==> src/rtl/gate_arpeggiator_pkg.sv <==
// Shared constants and duration helpers for the gate arpeggiator and its trigger debouncer.
package gate_arpeggiator_pkg;

  typedef enum logic [1:0] {
    ST_IDLE,
    ST_GATE_ON,
    ST_GATE_OFF
  } state_e;

  localparam int unsigned DEBOUNCE_DEFAULT = 5000;
  localparam logic [15:0] MIN_STEP_TICKS   = 16'd2;
  localparam logic [15:0] MIN_GATE_TICKS   = 16'd1;

  function automatic logic [15:0] eff_step_len(input logic [15:0] ticks);
    return (ticks < MIN_STEP_TICKS) ? MIN_STEP_TICKS : ticks;
  endfunction

  // Gate is kept strictly shorter than the step so every step ends with a low cycle.
  function automatic logic [15:0] eff_gate_len(input logic [15:0] ticks,
                                               input logic [15:0] step_len);
    if (ticks < MIN_GATE_TICKS) return MIN_GATE_TICKS;
    if (ticks >= step_len) return step_len - 16'd1;
    return ticks;
  endfunction

endpackage

==> src/rtl/gate_arpeggiator_if.sv <==
// Arpeggio control inputs and voice-facing outputs of the gate arpeggiator.
interface gate_arpeggiator_if;
  logic [15:0] tone_a;
  logic [15:0] tone_b;
  logic [15:0] tone_c;
  logic [15:0] step_ticks;
  logic [15:0] gate_ticks;
  logic [15:0] tone_freq;
  logic        gate;
  logic [1:0]  step_idx;
  logic        busy;

  modport master (
    output tone_a, tone_b, tone_c, step_ticks, gate_ticks,
    input  tone_freq, gate, step_idx, busy
  );

  modport slave (
    input  tone_a, tone_b, tone_c, step_ticks, gate_ticks,
    output tone_freq, gate, step_idx, busy
  );
endinterface

==> src/rtl/gate_debouncer.sv <==
// Two-flop synchroniser plus stable-count debouncer for an asynchronous control pin.
module gate_debouncer
  import gate_arpeggiator_pkg::*;
#(
  parameter int unsigned DEBOUNCE_CYCLES = DEBOUNCE_DEFAULT
) (
  input  logic clk,
  input  logic rst_n,
  input  logic din,
  output logic dout
);

  localparam logic [15:0] LAST_COUNT = 16'(DEBOUNCE_CYCLES - 1);

  logic [1:0]  sync_q;
  logic        level_q;
  logic [15:0] cnt_q;

  always_ff @(posedge clk or negedge rst_n) begin
    if (!rst_n) begin
      sync_q  <= '1;
      level_q <= 1'b1;
      cnt_q   <= '0;
    end else begin
      sync_q <= {sync_q[0], din};
      if (sync_q[1] == level_q) begin
        cnt_q <= '0;
      end else if (cnt_q == LAST_COUNT) begin
        level_q <= sync_q[1];
        cnt_q   <= '0;
      end else begin
        cnt_q <= cnt_q + 16'd1;
      end
    end
  end

  assign dout = level_q;

endmodule

==> src/rtl/gate_arpeggiator.sv <==
// Debounced push-button arpeggiator: steps three tone words with a retriggering gate while held.
module gate_arpeggiator
  import gate_arpeggiator_pkg::*;
#(
  parameter int unsigned DEBOUNCE_CYCLES = DEBOUNCE_DEFAULT
) (
  input  logic                 clk,
  input  logic                 rst_n,
  input  logic                 trig_n,
  gate_arpeggiator_if.slave    voice
);

  logic trig_level;
  logic pressed;

  gate_debouncer #(
    .DEBOUNCE_CYCLES(DEBOUNCE_CYCLES)
  ) u_debouncer (
    .clk  (clk),
    .rst_n(rst_n),
    .din  (trig_n),
    .dout (trig_level)
  );

  assign pressed = ~trig_level;

  state_e      state_q;
  logic [15:0] cnt_q;
  logic [15:0] step_len_q;
  logic [15:0] gate_len_q;
  logic [15:0] tone_q;
  logic [1:0]  step_q;
  logic        gate_q;
  logic        busy_q;

  logic [1:0]  step_d;
  logic [15:0] tone_d;
  logic [15:0] step_len_d;
  logic [15:0] gate_len_d;
  logic [15:0] off_len;

  always_comb begin
    step_d = (state_q == ST_IDLE || step_q == 2'd2) ? 2'd0 : step_q + 2'd1;
    case (step_d)
      2'd0:    tone_d = voice.tone_a;
      2'd1:    tone_d = voice.tone_b;
      default: tone_d = voice.tone_c;
    endcase
    step_len_d = eff_step_len(voice.step_ticks);
    gate_len_d = eff_gate_len(voice.gate_ticks, step_len_d);
  end

  assign off_len = step_len_q - gate_len_q;

  // Release is tested first so it overrides a coinciding step boundary.
  always_ff @(posedge clk or negedge rst_n) begin
    if (!rst_n) begin
      state_q    <= ST_IDLE;
      cnt_q      <= '0;
      step_len_q <= '0;
      gate_len_q <= '0;
      tone_q     <= '0;
      step_q     <= '0;
      gate_q     <= 1'b0;
      busy_q     <= 1'b0;
    end else if (state_q != ST_IDLE && !pressed) begin
      state_q <= ST_IDLE;
      gate_q  <= 1'b0;
      busy_q  <= 1'b0;
      step_q  <= '0;
      cnt_q   <= '0;
    end else if ((state_q == ST_IDLE && pressed) ||
                 (state_q == ST_GATE_OFF && cnt_q == off_len)) begin
      state_q    <= ST_GATE_ON;
      step_q     <= step_d;
      tone_q     <= tone_d;
      step_len_q <= step_len_d;
      gate_len_q <= gate_len_d;
      gate_q     <= 1'b1;
      busy_q     <= 1'b1;
      cnt_q      <= 16'd1;
    end else if (state_q == ST_GATE_ON && cnt_q == gate_len_q) begin
      state_q <= ST_GATE_OFF;
      gate_q  <= 1'b0;
      cnt_q   <= 16'd1;
    end else if (state_q != ST_IDLE) begin
      cnt_q <= cnt_q + 16'd1;
    end
  end

  assign voice.tone_freq = tone_q;
  assign voice.gate      = gate_q;
  assign voice.step_idx  = step_q;
  assign voice.busy      = busy_q;

endmodule

==> src/flat_wrapper.sv <==
// flat-port wrapper written by rule: the top's interface ports become plain ports
module gate_arpeggiator_flat import gate_arpeggiator_pkg::*;
#(
  parameter int unsigned DEBOUNCE_CYCLES = DEBOUNCE_DEFAULT
)
  (clk, rst_n, trig_n, voice_tone_a, voice_tone_b, voice_tone_c, voice_step_ticks, voice_gate_ticks, voice_tone_freq, voice_gate, voice_step_idx, voice_busy);
  gate_arpeggiator_if voice_i ();
  input  logic clk;
  input  logic rst_n;
  input  logic trig_n;
  input wire logic [$bits(voice_i.tone_a)-1:0] voice_tone_a;
  input wire logic [$bits(voice_i.tone_b)-1:0] voice_tone_b;
  input wire logic [$bits(voice_i.tone_c)-1:0] voice_tone_c;
  input wire logic [$bits(voice_i.step_ticks)-1:0] voice_step_ticks;
  input wire logic [$bits(voice_i.gate_ticks)-1:0] voice_gate_ticks;
  output wire logic [$bits(voice_i.tone_freq)-1:0] voice_tone_freq;
  output wire logic [$bits(voice_i.gate)-1:0] voice_gate;
  output wire logic [$bits(voice_i.step_idx)-1:0] voice_step_idx;
  output wire logic [$bits(voice_i.busy)-1:0] voice_busy;
  assign voice_i.tone_a = voice_tone_a;
  assign voice_i.tone_b = voice_tone_b;
  assign voice_i.tone_c = voice_tone_c;
  assign voice_i.step_ticks = voice_step_ticks;
  assign voice_i.gate_ticks = voice_gate_ticks;
  assign voice_tone_freq = voice_i.tone_freq;
  assign voice_gate = voice_i.gate;
  assign voice_step_idx = voice_i.step_idx;
  assign voice_busy = voice_i.busy;
  gate_arpeggiator #(.DEBOUNCE_CYCLES(DEBOUNCE_CYCLES)) u_core (.clk(clk), .rst_n(rst_n), .trig_n(trig_n), .voice(voice_i));
endmodule
==> config.mk <==
export PLATFORM = sky130hd
export DESIGN_NAME = gate_arpeggiator_flat
export DESIGN_NICKNAME = d
export VERILOG_FILES = /design/src/rtl/gate_arpeggiator_pkg.sv /design/src/rtl/gate_arpeggiator_if.sv /design/src/rtl/gate_debouncer.sv /design/src/rtl/gate_arpeggiator.sv /design/src/flat_wrapper.sv
export SDC_FILE = /design/constraint.sdc
export NUM_CORES = 1
export LEC_CHECK = 0
export CAP_MARGIN = 20
export CORE_UTILIZATION = 40
export DETAILED_ROUTE_END_ITERATION = 12
export GPL_ROUTABILITY_DRIVEN = 0
export SETUP_SLACK_MARGIN = 0.05
export SYNTH_ARGS = -nofsm -noshare
export SYNTH_HDL_FRONTEND = slang
export SYNTH_SLANG_ARGS = --single-unit
==> constraint.sdc <==
create_clock -name clk -period 5.6 [get_ports clk]
set_clock_uncertainty 0.05 [all_clocks]
set_input_delay 0.56 -clock clk [delete_from_list [all_inputs] [get_ports clk]]
set_output_delay 0.56 -clock clk [all_outputs]
set_load 0.05 [all_outputs]
Word level (Yosys, flattened, before mapping)

Cells that the tools add are included.

Bits in registers: 89
Output and inout port bits: 20

$add $sub $neg: 5
Magnitude comparators: 3
Equal/unequal tests: 8
Muxes and demuxes: 26
Bitwise gates (word level): 3
Reductions and logical operators: 14

Operator list:

| kind                  | count |
|---|---|
| $mux 16               | 11 |
| $add 16x1->16 const B | 2 |
| $eq 16x16->1          | 2 |
| $pmux 16 s2           | 1 |
| $eq 16x13->1 const B  | 1 |
| $ge 16x16->1          | 1 |
| $lt 16x1->1 const B   | 1 |
| $lt 16x2->1 const B   | 1 |
| $sub 16x1->16 const B | 1 |
| $sub 16x16->16        | 1 |
| $mux 2                | 6 |
| $mux 1                | 8 |
| $eq 2x1->1 const B    | 2 |
| $eq 2x2->1 const B    | 2 |
| $logic_and 1x1->1     | 4 |
| $logic_not 2->1       | 2 |
| $reduce_and 2->1      | 2 |
| $reduce_bool 2->1     | 2 |
| $reduce_bool 4->1     | 1 |
| $not 1->1             | 3 |
| $reduce_bool 3->1     | 1 |
| $add 2x1->2 const B   | 1 |
| $logic_or 1x1->1      | 2 |
| $eq 1x1->1            | 1 |

Logic depth before layout (Yosys ltp)

Word-level depth: 7
Gate-level depth with buffers: 15
Gate-level depth less buffers: 14

By module

From an unflattened synthesis, not the netlist that was laid out.

Cell total of the unflattened synthesis: 710
Area total of the unflattened synthesis: 6592.6 sq um

Modules (own cells, without submodules):

| module           | times used | cells an instance | area each (sq um) | seq. area each (sq um) |
|---|---|---|---|---|
| gate_arpeggiator | 1          | 627               | 5708.0            | 1726.7 |
| gate_debouncer   | 1          | 83                | 884.6             | 479.2 |

Worst setup path before layout

Ideal clock, no wire load.

Path type: input-to-reg
From: in voice_step_ticks[4]
To: reg u_core.gate_len_q[13]
Library setup time: 0.125 ns
Arrival: 3.907 ns
Data required time: 5.425 ns
Slack: 1.518 ns
Stages on the path: 15
Buffers on the path: 1
Path through: nor4_1 -> and2_1 -> nand4_1 -> o21ai_0 -> inv_1 -> ha_1 -> nand2b_1 -> a21o_1 -> a21oi_1 -> o211ai_1 -> a21oi_1 -> clkbuf_1 -> mux2i_1 -> nor2_1 -> mux2_2

Word-level cells in the longest chain between the ends: 7
Elaborated cells on any way between the ends: 9

RTL lines:

| what                     | line                       | RTL |
|---|---|---|
| start, declared          | flat_wrapper.sv:14         | `input wire logic [$bits(voice_i.step_ticks)-1:0] voice_step_ticks;` |
| $lt 16x2->1 *            | gate_arpeggiator_pkg.sv:15 | `return (ticks < MIN_STEP_TICKS) ? MIN_STEP_TICKS : ticks;` |
| $mux 16 *                | gate_arpeggiator_pkg.sv:15 |  |
| via u_core.step_len_d[0] | gate_arpeggiator.sv:38     | `logic [15:0] step_len_d;` |
| $ge 16x16->1             | gate_arpeggiator_pkg.sv:22 | `if (ticks >= step_len) return step_len - 16'd1;` |
| $mux 1 (2 in series)     | gate_arpeggiator_pkg.sv:22 |  |
| $mux 16 *                | gate_arpeggiator_pkg.sv:23 | `return ticks;` |
| $mux 16 *                | gate_arpeggiator_pkg.sv:22 |  |
| end signal, assigned     | gate_arpeggiator.sv:78     | `gate_len_q <= gate_len_d;` |
| end, declared            | gate_arpeggiator.sv:30     | `logic [15:0] gate_len_q;` |

The timed path passes the listed nets; every way through them passes the cells marked *. The select of a mux whose other input is x is not followed.
A chain may end at the register's enable or synchronous reset.

Worst setup path after layout

From: reg u_core.gate_len_q[0]
To: reg u_core.cnt_q[2]

Word-level cells in the longest chain between the ends: 6
Elaborated cells on any way between the ends: 10

RTL lines:

| what                 | line                   | RTL |
|---|---|---|
| $sub 16x16->16       | gate_arpeggiator.sv:53 | `assign off_len = step_len_q - gate_len_q;` |
| $eq 16x16->1         | gate_arpeggiator.sv:73 | `(state_q == ST_GATE_OFF && cnt_q == off_len)) begin` |
| $logic_and 1x1->1    | gate_arpeggiator.sv:73 |  |
| $logic_or 1x1->1     | gate_arpeggiator.sv:72 | `end else if ((state_q == ST_IDLE && pressed) \|\|` |
| $mux 16              | gate_arpeggiator.sv:72 |  |
| $mux 16              | gate_arpeggiator.sv:66 | `end else if (state_q != ST_IDLE && !pressed) begin` |
| end signal, assigned | gate_arpeggiator.sv:87 | `cnt_q <= cnt_q + 16'd1;` |
| end, declared        | gate_arpeggiator.sv:28 | `logic [15:0] cnt_q;` |

Several ways; a longest one is shown, not always the timed one.

==> out/summary.txt <==
mapped cell area - 6480 um2
drt drc - 0
io pins - 103
CTS tree - yes
detailed-route via count - 5770
Final Hold Slack - 115 ps
critical path launch point - u_core.gate_len_q[0]
cts hold-fix bufs - 0
Core Area - 15800 um2
Arr. time, crit path - 4310 ps
Least-Margin Pin Slew - 1050 ps
slowest CP cell - nand4_1
Final Hold Fails - 0
initial antenna violation count - 0
worst-path fanout max - 18
Initial DRC Count - 318
Total GRT Usage - 21.7%
largest net degree at the start of global routing - 54
synthesis-stage register bit count - 88
Core Rows - 46
max-capacitance violation count - 0
dpl cells - 1008
Setup-failing EPs final - 0
Tot Pwr - 1.93 mW
Nets - 922
relative slew slack - 29.9%
H-tree levels - 3
Avg Inst Size Synth - 8.93 um2
final wirelength - 17.2 mm
die width - 129 um
Distinct cells, synth - 56
Max Fclk - 242 MHz
Post-synth EDFFs - 0
RSZ-0062 raised after global routing - false
clk sinks - 88
# Post-CTS Setup Buffers - 0
final max-slew violation count - 0
Cell Chain, Critical Path - ha_1 > inv_1 > fa_1 > xor2_1 > nor3_1 > o221ai_1 > or4_1 > nor4_2 > nand4_1 > buf_4 > a31oi_1 > mux2i_1
Crit path max-delay family - simple AND/OR/NAND/NOR gates
fin crit period - 4140 ps
antenna-violating nets left - 0
Vias/cell - 5.63
Synth top area share - 32.8%
Crit path required time - 5770 ps
Power Dens Cells - 243 nW/um2
post-cts sizing count - 0
final std cells w/o fill - 1024
r2r startpoint - u_core.gate_len_q[0]
YS warnings - 0
register area share after synthesis - 34.0%
IO buf count - 102
Peak VDD IR - 0.000171 V
Inserted Clock Buffers - 9
Skew-Pair Late Insertion Delay - 350 ps
global-route wire length before repair - 28.6 mm
Starting Density - 40.9%
clock-pin slew on the worst setup and hold paths - 60 ps
CP Buf/Inv Count - 2
layout filler cell count - 1482
Syn Nets - 845
Final TNS setup - 0 ps
post-synth top area cell - dfrtp_1
share of cells above drive strength 1 - 10.8%
chip height - 129 um
Root Driver - clkbuf_16
Static Leak - 3.39 nW
critical path startpoint category - flip-flop
post-synthesis instance total - 726
ANT cells - 0
path type of the worst min-delay path - input port to asynchronous set/reset pin
vias in the first global route - 5814
prevailing post-synth register cell - dfrtp_1
asr flop ratio synth - 100%
final worst slack - 1460 ps
Pre-antenna DRT Iters - 6
wire per inst - 16.8 um
critical path endpoint category - flip-flop
clk buf depth - 2
period utilization - 73.9%
CP Class - flip-flop to flip-flop
global route overflow - 0
DP Worst Slack - 1200 ps
status - complete, no violations
Syn-to-layout area delta - 22.7%
top post-synthesis cells by area - dfrtp_1, mux2_2, ha_1
CP peak stage delay - 640 ps
dpl hpwl - 13.4 mm
full die area - 16700 um2
[cell usage in the layout (no fill, tap or decap), types with 12 or more instances in the layout]
master,synthesis,final
and3_1,12,12
o21ai_0,13,13
o22ai_1,19,19
nand2_1,40,40
a21oi_1,39,38
dfrtp_1,85,85
nor2_1,59,59
nor3_1,19,18
mux2i_1,25,25
a31oi_1,17,17
ha_1,35,35
nand3_1,32,32
clkdlybuf4s50_1,0,101
xor2_1,18,18
xnor2_1,42,42
nand4_1,21,21
mux2_2,49,49
nor4_1,13,13
inv_1,45,45
[metrics by stage]
step                instance area [um2]  util, %
floorplan                          6480        -
global placement                   7650     48.3
detailed placement                 7650     48.3
CTS                                7950     50.2
global route                       7950     50.2
finish                             7950     50.2
[where the power goes]
part           internal, mW  switching (mW)  leakage, nW
clock                 0.351           0.270        0.144
combinational         0.264           0.288         2.16
sequential            0.681          0.0743         1.08
[Yosys cell counts, drive strengths merged, types with 3 or more instances]
cell type,instances
and4,4
ha,35
nor2b,5
nand4,21
buf,14
clkbuf,28
or4,4
nand2,40
mux2,49
inv,45
nand2b,8
xor2,18
dfstp,3
a31oi,17
a21o,11
nor3,19
nor4,14
and3,12
mux2i,25
nor2,59
o22ai,20
and2,7
dfrtp,85
o211ai,7
a211oi,7
xnor2,42
nand3,32
or3,10
o21ai,13
a21oi,40
or2,5
o311ai,3
[cells by family after synthesis]
group | count (synthesis) | synth area share, %
AO/OA/AOI/OAI | 136 | 13.6
AND/OR/NAND/NOR | 245 | 19.3
flip-flops | 88 | 34.0
adder cells (fa/ha/maj) | 36 | 7.07
multiplexers | 74 | 12.4
XOR/XNOR | 60 | 8.11
buffers and inverters | 87 | 5.42
[final timing paths]
kind / to / slack (ps) / depth (start not counted)
max in group asynchronous: u_core.voice.tone_freq[0] / 4340 / 2
setup reg to reg: u_core.cnt_q[2] / 1460 / 12
setup / recovery: u_core.cnt_q[2] / 1460 / 12
hold reg to reg: u_core.u_debouncer.sync_q[1] / 310 / 0
hold / removal: u_core.cnt_q[14] / 120 / 1
min in group clk: u_core.u_debouncer.sync_q[1] / 310 / 0
[per-layer routing]
metal / global-route usage, % / routed length, um / vias up
met3: 2.68 / 749 / 34
met5: 0 / 0 / -
met1: 28.3 / 7560 / 2773
met4: 9.13 / 476 / 0
met2: 36.3 / 8370 / 184
li1: - / - / 2779
[state kept, by name, indices dropped and copies added, names as in the netlist]
register                   cells
u_core.u_debouncer.sync_q      2
u_core.u_debouncer.dout        1
u_core.step_len_q             16
u_core.u_debouncer.cnt_q      16
u_core.gate_len_q             16
u_core.state_q                 2
u_core.cnt_q                  16
u_core.voice.tone_freq        16
u_core.voice.busy              1
u_core.voice.step_idx          2
[layout make-up]
class	count	area, um2	area share, %
timing repair buffer	108	1060	13.4
clock buffer	9	225	2.83
tap	216	270	3.40
sequential	88	2210	27.7
multi-input combinational	551	3940	49.5
inverter	45	169	2.12
clock inverter	7	78.8	0.991
No activity file was read; power rests on OpenSTA's default activity.
